**src/rtl/sandhi_issue_arbiter_if.sv**
```systemverilog
// Issue-side bundle between two instruction streams, the sandhi arbiter and the
// shared panini_decoder, including the tagged-result and status outputs.
interface sandhi_issue_arbiter_if #(
   parameter int INSTR_WIDTH = 32
);
   logic                   req0_valid;
   logic [INSTR_WIDTH-1:0] req0_instr;
   logic                   req0_ready;
   logic                   req1_valid;
   logic [INSTR_WIDTH-1:0] req1_instr;
   logic                   req1_ready;
   logic [INSTR_WIDTH-1:0] instruction;
   logic                   instr_valid;
   logic                   decode_valid;
   logic                   res_valid;
   logic                   res_owner;
   logic                   res_fused;
   logic                   lock_active;
   logic                   lock_timeout;
   logic                   order_error;

   // Requesters plus decoder side: drives requests and decode_valid.
   modport master (
      output req0_valid, req0_instr, req1_valid, req1_instr, decode_valid,
      input  req0_ready, req1_ready, instruction, instr_valid,
             res_valid, res_owner, res_fused, lock_active, lock_timeout, order_error
   );

   modport slave (
      input  req0_valid, req0_instr, req1_valid, req1_instr, decode_valid,
      output req0_ready, req1_ready, instruction, instr_valid,
             res_valid, res_owner, res_fused, lock_active, lock_timeout, order_error
   );
endinterface

```
**src/rtl/sandhi_issue_arbiter.sv**
```systemverilog
// Round-robin issue arbiter sharing one decoder between two streams; locks onto a
// requester after a LUI/ADDI opener so the pair reaches the decoder back-to-back.
module sandhi_issue_arbiter #(
   parameter int INSTR_WIDTH  = 32,
   parameter int LOCK_TIMEOUT = 4
) (
   input logic                   clk,
   input logic                   rst_n,
   sandhi_issue_arbiter_if.slave bus
);

   localparam int CNT_W = $clog2(LOCK_TIMEOUT + 1);

   typedef enum logic [1:0] {
      ST_ARB   = 2'd0,
      ST_LOCK0 = 2'd1,
      ST_LOCK1 = 2'd2
   } stateT;

   stateT                  r_state, w_stateNext;
   logic                   r_rrPtr, w_rrPtrNext;
   logic [CNT_W-1:0]       r_cnt, w_cntNext, w_cntDec;
   logic [4:0]             r_lockRd, w_lockRdNext;
   logic                   r_lockLui, w_lockLuiNext;

   logic                   w_grant0, w_grant1;
   logic                   w_ready0, w_ready1;
   logic                   w_hs, w_hsOwner;
   logic [INSTR_WIDTH-1:0] w_hsInstr;
   logic                   w_isLui, w_isAddi, w_isOpener;
   logic                   w_fused, w_timeout;

   logic [INSTR_WIDTH-1:0] r_issInstr;
   logic                   r_issValid, r_issOwner, r_issFused;
   logic                   r_resValid, r_resOwner, r_resFused;
   logic                   r_lockTimeout, r_orderError;

   // A lock grants only its owner; otherwise round-robin breaks ties.
   always_comb begin
      w_grant0 = 1'b0;
      w_grant1 = 1'b0;
      case (r_state)
         ST_LOCK0: w_grant0 = 1'b1;
         ST_LOCK1: w_grant1 = 1'b1;
         default: begin
            if (bus.req0_valid && bus.req1_valid) begin
               w_grant0 = !r_rrPtr;
               w_grant1 = r_rrPtr;
            end else begin
               w_grant0 = bus.req0_valid;
               w_grant1 = bus.req1_valid;
            end
         end
      endcase
   end

   assign w_ready0   = w_grant0 && bus.req0_valid;
   assign w_ready1   = w_grant1 && bus.req1_valid;
   assign w_hs       = w_ready0 || w_ready1;
   assign w_hsOwner  = w_ready1;
   assign w_hsInstr  = w_ready1 ? bus.req1_instr : bus.req0_instr;
   assign w_isLui    = (w_hsInstr[6:0] == 7'b0110111);
   assign w_isAddi   = (w_hsInstr[6:0] == 7'b0010011) && (w_hsInstr[14:12] == 3'b000);
   assign w_isOpener = w_isLui || w_isAddi;
   assign w_cntDec   = r_cnt - CNT_W'(1);

   // The lock expires on the edge where the countdown reaches 1, so the pulse and
   // the return to ARB both land LOCK_TIMEOUT cycles after the opener handshake.
   always_comb begin
      w_stateNext   = r_state;
      w_rrPtrNext   = r_rrPtr;
      w_cntNext     = r_cnt;
      w_lockRdNext  = r_lockRd;
      w_lockLuiNext = r_lockLui;
      w_fused       = 1'b0;
      w_timeout     = 1'b0;
      case (r_state)
         ST_ARB: begin
            if (w_hs) begin
               if (w_isOpener) begin
                  w_stateNext   = w_hsOwner ? ST_LOCK1 : ST_LOCK0;
                  w_cntNext     = CNT_W'(LOCK_TIMEOUT);
                  w_lockRdNext  = w_hsInstr[11:7];
                  w_lockLuiNext = w_isLui;
               end else begin
                  w_rrPtrNext = !w_hsOwner;
               end
            end
         end
         default: begin
            if (w_hs) begin
               w_stateNext = ST_ARB;
               w_rrPtrNext = !w_hsOwner;
               w_fused     = r_lockLui && w_isAddi && (w_hsInstr[19:15] == r_lockRd);
            end else begin
               w_cntNext = w_cntDec;
               if ((r_cnt <= CNT_W'(1)) || (w_cntDec == CNT_W'(1))) begin
                  w_timeout   = 1'b1;
                  w_stateNext = ST_ARB;
                  w_rrPtrNext = (r_state == ST_LOCK0);
               end
            end
         end
      endcase
   end

   always_ff @(posedge clk or negedge rst_n) begin
      if (!rst_n) begin
         r_state   <= ST_ARB;
         r_rrPtr   <= 1'b0;
         r_cnt     <= '0;
         r_lockRd  <= '0;
         r_lockLui <= 1'b0;
      end else begin
         r_state   <= w_stateNext;
         r_rrPtr   <= w_rrPtrNext;
         r_cnt     <= w_cntNext;
         r_lockRd  <= w_lockRdNext;
         r_lockLui <= w_lockLuiNext;
      end
   end

   // Stage 1 feeds the decoder; stage 2 tags the result alongside decode_valid.
   always_ff @(posedge clk or negedge rst_n) begin
      if (!rst_n) begin
         r_issInstr    <= '0;
         r_issValid    <= 1'b0;
         r_issOwner    <= 1'b0;
         r_issFused    <= 1'b0;
         r_resValid    <= 1'b0;
         r_resOwner    <= 1'b0;
         r_resFused    <= 1'b0;
         r_lockTimeout <= 1'b0;
         r_orderError  <= 1'b0;
      end else begin
         r_issValid <= w_hs;
         if (w_hs) begin
            r_issInstr <= w_hsInstr;
            r_issOwner <= w_hsOwner;
            r_issFused <= w_fused;
         end
         r_resValid    <= r_issValid;
         r_resOwner    <= r_issOwner;
         r_resFused    <= r_issFused && r_issValid;
         r_lockTimeout <= w_timeout;
         r_orderError  <= (bus.decode_valid != r_resValid);
      end
   end

   assign bus.req0_ready   = w_ready0;
   assign bus.req1_ready   = w_ready1;
   assign bus.instruction  = r_issInstr;
   assign bus.instr_valid  = r_issValid;
   assign bus.res_valid    = r_resValid;
   assign bus.res_owner    = r_resOwner;
   assign bus.res_fused    = r_resFused;
   assign bus.lock_active  = (r_state != ST_ARB);
   assign bus.lock_timeout = r_lockTimeout;
   assign bus.order_error  = r_orderError;

endmodule

```
**src/flat_wrapper.sv**
```systemverilog
// flat-port wrapper written by rule: the top's interface ports become plain ports
module sandhi_issue_arbiter_flat 
#(
   parameter int INSTR_WIDTH  = 32,
   parameter int LOCK_TIMEOUT = 4
)
  (clk, rst_n, bus_req0_valid, bus_req0_instr, bus_req1_valid, bus_req1_instr, bus_decode_valid, bus_req0_ready, bus_req1_ready, bus_instruction, bus_instr_valid, bus_res_valid, bus_res_owner, bus_res_fused, bus_lock_active, bus_lock_timeout, bus_order_error);
  sandhi_issue_arbiter_if #(.INSTR_WIDTH(INSTR_WIDTH)) bus_i ();
  input logic clk;
  input logic rst_n;
  input wire logic [$bits(bus_i.req0_valid)-1:0] bus_req0_valid;
  input wire logic [$bits(bus_i.req0_instr)-1:0] bus_req0_instr;
  input wire logic [$bits(bus_i.req1_valid)-1:0] bus_req1_valid;
  input wire logic [$bits(bus_i.req1_instr)-1:0] bus_req1_instr;
  input wire logic [$bits(bus_i.decode_valid)-1:0] bus_decode_valid;
  output wire logic [$bits(bus_i.req0_ready)-1:0] bus_req0_ready;
  output wire logic [$bits(bus_i.req1_ready)-1:0] bus_req1_ready;
  output wire logic [$bits(bus_i.instruction)-1:0] bus_instruction;
  output wire logic [$bits(bus_i.instr_valid)-1:0] bus_instr_valid;
  output wire logic [$bits(bus_i.res_valid)-1:0] bus_res_valid;
  output wire logic [$bits(bus_i.res_owner)-1:0] bus_res_owner;
  output wire logic [$bits(bus_i.res_fused)-1:0] bus_res_fused;
  output wire logic [$bits(bus_i.lock_active)-1:0] bus_lock_active;
  output wire logic [$bits(bus_i.lock_timeout)-1:0] bus_lock_timeout;
  output wire logic [$bits(bus_i.order_error)-1:0] bus_order_error;
  assign bus_i.req0_valid = bus_req0_valid;
  assign bus_i.req0_instr = bus_req0_instr;
  assign bus_i.req1_valid = bus_req1_valid;
  assign bus_i.req1_instr = bus_req1_instr;
  assign bus_i.decode_valid = bus_decode_valid;
  assign bus_req0_ready = bus_i.req0_ready;
  assign bus_req1_ready = bus_i.req1_ready;
  assign bus_instruction = bus_i.instruction;
  assign bus_instr_valid = bus_i.instr_valid;
  assign bus_res_valid = bus_i.res_valid;
  assign bus_res_owner = bus_i.res_owner;
  assign bus_res_fused = bus_i.res_fused;
  assign bus_lock_active = bus_i.lock_active;
  assign bus_lock_timeout = bus_i.lock_timeout;
  assign bus_order_error = bus_i.order_error;
  sandhi_issue_arbiter #(.INSTR_WIDTH(INSTR_WIDTH), .LOCK_TIMEOUT(LOCK_TIMEOUT)) u_core (.clk(clk), .rst_n(rst_n), .bus(bus_i));
endmodule
```
**config.mk**
```make
export PLATFORM = sky130hd
export DESIGN_NAME = sandhi_issue_arbiter_flat
export DESIGN_NICKNAME = d
export VERILOG_FILES = /design/src/rtl/sandhi_issue_arbiter_if.sv /design/src/rtl/sandhi_issue_arbiter.sv /design/src/flat_wrapper.sv
export SDC_FILE = /design/constraint.sdc
export NUM_CORES = 1
export LEC_CHECK = 0
export BUFFER_PORTS_ARGS = -buffer_cell sky130_fd_sc_hd__buf_2
export CORE_UTILIZATION = 44
export CTS_CLUSTER_DIAMETER = 50
export CTS_CLUSTER_SIZE = 28
export DETAILED_ROUTE_END_ITERATION = 8
export PLACE_DENSITY = 0.77
export SLEW_MARGIN = 30
export SYNTH_ARGS = -nofsm -noshare
export SYNTH_HDL_FRONTEND = slang
export SYNTH_SLANG_ARGS = --single-unit
export TNS_END_PERCENT = 10
```
**constraint.sdc**
```tcl
create_clock -name clk -period 2.31 [get_ports clk]
set_clock_uncertainty 0.2 [all_clocks]
set_input_delay 0.462 -clock clk [delete_from_list [all_inputs] [get_ports clk]]
set_output_delay 0.462 -clock clk [all_outputs]
set_load 0.005 [all_outputs]
```
==> impl_results.html <==
<table>
<tr><th>Metric</th><th>Value</th></tr>
<tr><th colspan="2">Finish</th></tr>
<tr><td>Final net count</td><td>about 500</td></tr>
<tr><td>Final Instance Count excl. Fillers</td><td>approximately 500</td></tr>
<tr><td>Fraction of layout cells with a size suffix above 1</td><td>46.54%</td></tr>
<tr><td>Most frequent standard cell in the layout excluding fill and tap cells</td><td>sky130_fd_sc_hd__buf_2</td></tr>
<tr><td>Layout fillers</td><td>500</td></tr>
<tr><td>Layout Utilization</td><td>between 60% and 70%</td></tr>
<tr><td>Post-synthesis to final-layout area growth</td><td>44.57%</td></tr>
<tr><td>Most frequent cells in the layout</td><td>sky130_fd_sc_hd__buf_2, sky130_fd_sc_hd__dfrtp_1, sky130_fd_sc_hd__nand2_1, sky130_fd_sc_hd__mux2i_1, sky130_fd_sc_hd__buf_4</td></tr>
<tr><td>Count of antenna diodes in the layout</td><td>0</td></tr>
<tr><th colspan="2">Timing</th></tr>
<tr><td>Least-Margin Pin Slew</td><td>between 400 and 500 ps</td></tr>
<tr><td>Post-route minimum period</td><td>2541 ps</td></tr>
<tr><td>Worst slew slack as a fraction of its limit</td><td>between 60% and 70%</td></tr>
<tr><td>Post-layout worst setup margin</td><td>-230.8 ps</td></tr>
<tr><td>Final clock period utilization by the worst path</td><td>110.0%</td></tr>
<tr><td>Hold violation total from the final report</td><td>0</td></tr>
<tr><td>Endpoints failing setup</td><td>15</td></tr>
<tr><td>RSZ-0062 raised after global routing</td><td>true</td></tr>
<tr><td>Final number of max-transition violations</td><td>0</td></tr>
<tr><td>Fmax achieved</td><td>around 390 MHz</td></tr>
<tr><td>Worst hold slack</td><td>137.0 ps</td></tr>
<tr><th colspan="2">Synth</th></tr>
<tr><td>Synth async-reset ratio</td><td>100.0%</td></tr>
<tr><td>Number of synthesized flops with an enable pin</td><td>0</td></tr>
<tr><td>Number of different library cells in the post-synthesis netlist</td><td>52</td></tr>
<tr><td>Syn_area_per_cell</td><td>about 10 sq um</td></tr>
<tr><td>Post-synth net total</td><td>between 300 and 400</td></tr>
<tr><td>Flop and latch count out of synthesis</td><td>52</td></tr>
<tr><td>Area of the mapped netlist</td><td>2729 sq um</td></tr>
<tr><td>Sequential share of the synthesized area</td><td>47.68%</td></tr>
<tr><td>Number of standard cells after synthesis</td><td>roughly 280</td></tr>
<tr><td>Leading area contributor after synthesis</td><td>sky130_fd_sc_hd__dfrtp_1</td></tr>
<tr><td>Largest cells by area after synthesis</td><td>sky130_fd_sc_hd__dfrtp_1, sky130_fd_sc_hd__mux2i_1, sky130_fd_sc_hd__nand2_1</td></tr>
<tr><td>Yosys warnings</td><td>0</td></tr>
<tr><td>Predominant post-synthesis flop cell</td><td>sky130_fd_sc_hd__dfrtp_1</td></tr>
<tr><td>Post-synth top area share</td><td>47.68%</td></tr>
<tr><th colspan="2">Clock tree</th></tr>
<tr><td>TritonCTS clock tree</td><td>yes</td></tr>
<tr><td>Clock insertion delay at the later pin of the skew report</td><td>roughly 300 ps</td></tr>
<tr><td>Buffer cell driving the clock tree root</td><td>sky130_fd_sc_hd__clkbuf_8</td></tr>
<tr><td>Clk buf depth</td><td>2</td></tr>
<tr><td>Clock buffers created by TritonCTS</td><td>5</td></tr>
<tr><td>Number of sinks driven by the clock tree</td><td>52</td></tr>
<tr><td>Clock-pin slew of the registers on the worst-case setup and hold paths</td><td>90 ps</td></tr>
<tr><td>Deepest level of the CTS H-tree</td><td>2</td></tr>
<tr><th colspan="2">Global routing</th></tr>
<tr><td>Via count of the first global-routing pass</td><td>2,570</td></tr>
<tr><td>First-pass GRT wire length</td><td>between 10 and 15 mm</td></tr>
<tr><td>Largest net degree at the start of global routing</td><td>53</td></tr>
<tr><td>Remaining Overflow, GRT</td><td>0</td></tr>
<tr><td>Antenna violations before repair</td><td>0</td></tr>
<tr><td>Aggregate global-route resource usage</td><td>24.39%</td></tr>
<tr><th colspan="2">Pwr</th></tr>
<tr><td>Power Density</td><td>approximately 1100 nW/um^2</td></tr>
<tr><td>Leakage dissipation</td><td>2.020 nW</td></tr>
<tr><td>IR Drop Worst-Case VDD</td><td>between 0.6 and 0.7 mV</td></tr>
<tr><th colspan="2">Die</th></tr>
<tr><td>Die Footprint</td><td>roughly 6500 sq um</td></tr>
<tr><td>Initial Utilization</td><td>45.82%</td></tr>
<tr><td>Core Area</td><td>roughly 6000 sq um</td></tr>
<tr><td>Boundary pin count</td><td>110</td></tr>
<tr><td>Standard-cell rows</td><td>28</td></tr>
<tr><td>Die height</td><td>between 80 and 90 um</td></tr>
<tr><td>Die span in x</td><td>80.75 um</td></tr>
<tr><th colspan="2">Drt</th></tr>
<tr><td>Antenna violation net count after detailed routing</td><td>0</td></tr>
<tr><td>Overall via count from detail_route</td><td>about 2,600</td></tr>
<tr><td>Average detailed-routed wire length per instance</td><td>15.11 um</td></tr>
<tr><td>Drt drc</td><td>0</td></tr>
<tr><td>Drt pass-1 iters</td><td>4</td></tr>
<tr><td>Overall routed net length</td><td>between 7 and 8 mm</td></tr>
<tr><td>Vias per inst</td><td>around 5.3</td></tr>
<tr><td>Drt initial violations</td><td>~130</td></tr>
<tr><th colspan="2">Placement</th></tr>
<tr><td>Half-perimeter wire length after detailed placement</td><td>around 5 mm</td></tr>
<tr><td>IO Port Bufs</td><td>109</td></tr>
<tr><td>Setup WS pre-CTS</td><td>-176.6 ps</td></tr>
<tr><td>Weighted congestion reported at the end of routability-driven placement</td><td>0.7723</td></tr>
<tr><td>Number of placed cells counting well taps</td><td>approximately 480</td></tr>
<tr><th colspan="2">Hold path</th></tr>
<tr><td>Worst Hold Launch</td><td>bus_decode_valid</td></tr>
<tr><td>Worst hold-check path type</td><td>in -&gt; reg</td></tr>
<tr><th colspan="2">Setup path</th></tr>
<tr><td>Worst-path cell chain</td><td>inv_2 &gt; ha_4 &gt; or3b_4 &gt; nand3_4 &gt; inv_2 &gt; buf_6 &gt; buf_6 &gt; buf_6 &gt; mux2i_2 &gt; o221ai_2 &gt; o31ai_2</td></tr>
<tr><td>Critical Path Source</td><td>u_core.r_state[1]</td></tr>
<tr><td>Critical Setup Path Class</td><td>reg -&gt; reg</td></tr>
<tr><td>Signal arrival time at the worst endpoint</td><td>2560 ps</td></tr>
<tr><td>Standard cell with the maximum stage delay on the critical path</td><td>sky130_fd_sc_hd__or3b_4</td></tr>
<tr><td>Crit Reg-Reg Startpoint</td><td>u_core.r_state[1]</td></tr>
<tr><td>CP startpoint kind</td><td>flop</td></tr>
<tr><td>Type of destination of the critical path</td><td>flop</td></tr>
<tr><td>Required @ worst endpoint</td><td>about 2300 ps</td></tr>
<tr><td>Most repeated library cell on the critical path</td><td>sky130_fd_sc_hd__buf_6</td></tr>
<tr><td>Maximum fanout along the worst path</td><td>13</td></tr>
<tr><td>Slowest cell delay on critical path</td><td>approximately 420 ps</td></tr>
<tr><th colspan="2">Status</th></tr>
<tr><td>Outcome</td><td>finished with violations</td></tr>
<tr><td>Failing checks</td><td>setup timing</td></tr>
<tr><th colspan="2">Flow run</th></tr>
<tr><td>Max Cap Violations</td><td>0</td></tr>
</table>
flip-flops by register name, indices dropped and copies added, names as in the netlist:
signal	count
u_core.bus.instruction	32
u_core.r_lockLui	1
u_core.r_issOwner	1
u_core.bus.instr_valid	1
u_core.r_issFused	1
u_core.r_rrPtr	1
u_core.r_lockRd	5
u_core.bus.res_fused	1
u_core.bus.lock_timeout	1
u_core.r_state	2
u_core.bus.res_owner	1
u_core.r_cnt	3
u_core.bus.res_valid	1
u_core.bus.order_error	1
kinds of logic after synthesis:
| logic type | after synthesis | synth area share [%] |
|---|---|---|
| AOI/OAI and AO/OA | 67 | 15.77 |
| xor gates and xnor gates | 3 | 0.9630 |
| adders and majority gates | 6 | 2.751 |
| buffers and inverters | 29 | 4.539 |
| DFF | 52 | 47.68 |
| muxes | 39 | 15.36 |
| and+or+nand+nor | 80 | 12.93 |
power breakdown:
group | internal, W | leakage, nW | switching (W)
Clock | 0.000240 | 0.0510 | 0.000300
Combinational | 0.00123 | 1.33 | 0.00114
Sequential | 0.00129 | 0.638 | 0.000227
Total | 0.00275 | 2.02 | 0.00167
critical path: cells and delay by family, from the launching register on:
kind            cells  cell delay [ps]
mux                 1              240
compound gates      2              420
simple gates        2              500
flops               1              390
buf+inv             5              510
fa+ha+maj           1              200
final cells by class:
cell class / instances / area [sq um] / share of cell area [%]
clock buffer: 6 / 82.58 / 2.093
tap: 75 / 93.84 / 2.379
timing repair buffer: 149 / 954.7 / 24.20
multi-input combinational: 195 / 1446 / 36.66
inverter: 15 / 56.30 / 1.427
clock inverter: 2 / 10.01 / 0.2537
sequential: 52 / 1301 / 32.98
synth_stat cells (all sizes together), types with 2 or more instances:
cell type,n
nand2b,2
a2111oi,2
nor2b,2
clkbuf,7
nor2,11
a211oi,3
mux2i,31
dfrtp,52
and2,2
o21ai,35
nand2,52
mux2,8
buf,7
a21oi,5
xnor2,2
a22o,2
a31oi,3
nand3,3
inv,15
ha,6
routing by layer:
layer / wire length, um / vias to the layer above / track usage, %
met5: 0 / - / 0
met4: 206 / 0 / 8.571
met3: 536 / 20 / 5.955
met2: 3643 / 115 / 42.54
met1: 3079 / 1251 / 29.27
li1: - / 1245 / -
metrics by stage:
stage / setup TNS [ps] / power [W] / area, sq um
after floorplan: -1170 / 0.002627 / 2741
after CTS: -1610 / 0.004307 / 3870
after detailed placement: -1512 / 0.003485 / 3561
after global placement: -1326 / 0.003412 / 3561
final: -2186 / 0.004419 / 3945
after global routing: -4045 / 0.004764 / 3945
path summary, 6_finish.rpt:
path                            cells after the start                    endpoint  slack (ps)
worst min-delay path                                2      u_core.bus.order_error         140
worst max-delay path                               11           u_core.r_issFused        -230
worst max register to register                     11           u_core.r_issFused        -230
max in group asynchronous                           3  u_core.bus.instruction[22]        1190
min in group asynchronous                           3  u_core.bus.instruction[11]         460
worst min register to register                      0        u_core.bus.res_owner         190
repair_timing:
action / CTS / global route
pin swaps: 7 / 5
hold buffers: 1 / 0
endpoints found under the setup margin: 14 / 33
gates resized for setup: 24 / 37
setup buffers: 10 / 0
hold endpoints to repair: 52 / 0
gates cloned: 1 / 0
Power figures use the tool's default switching activity.
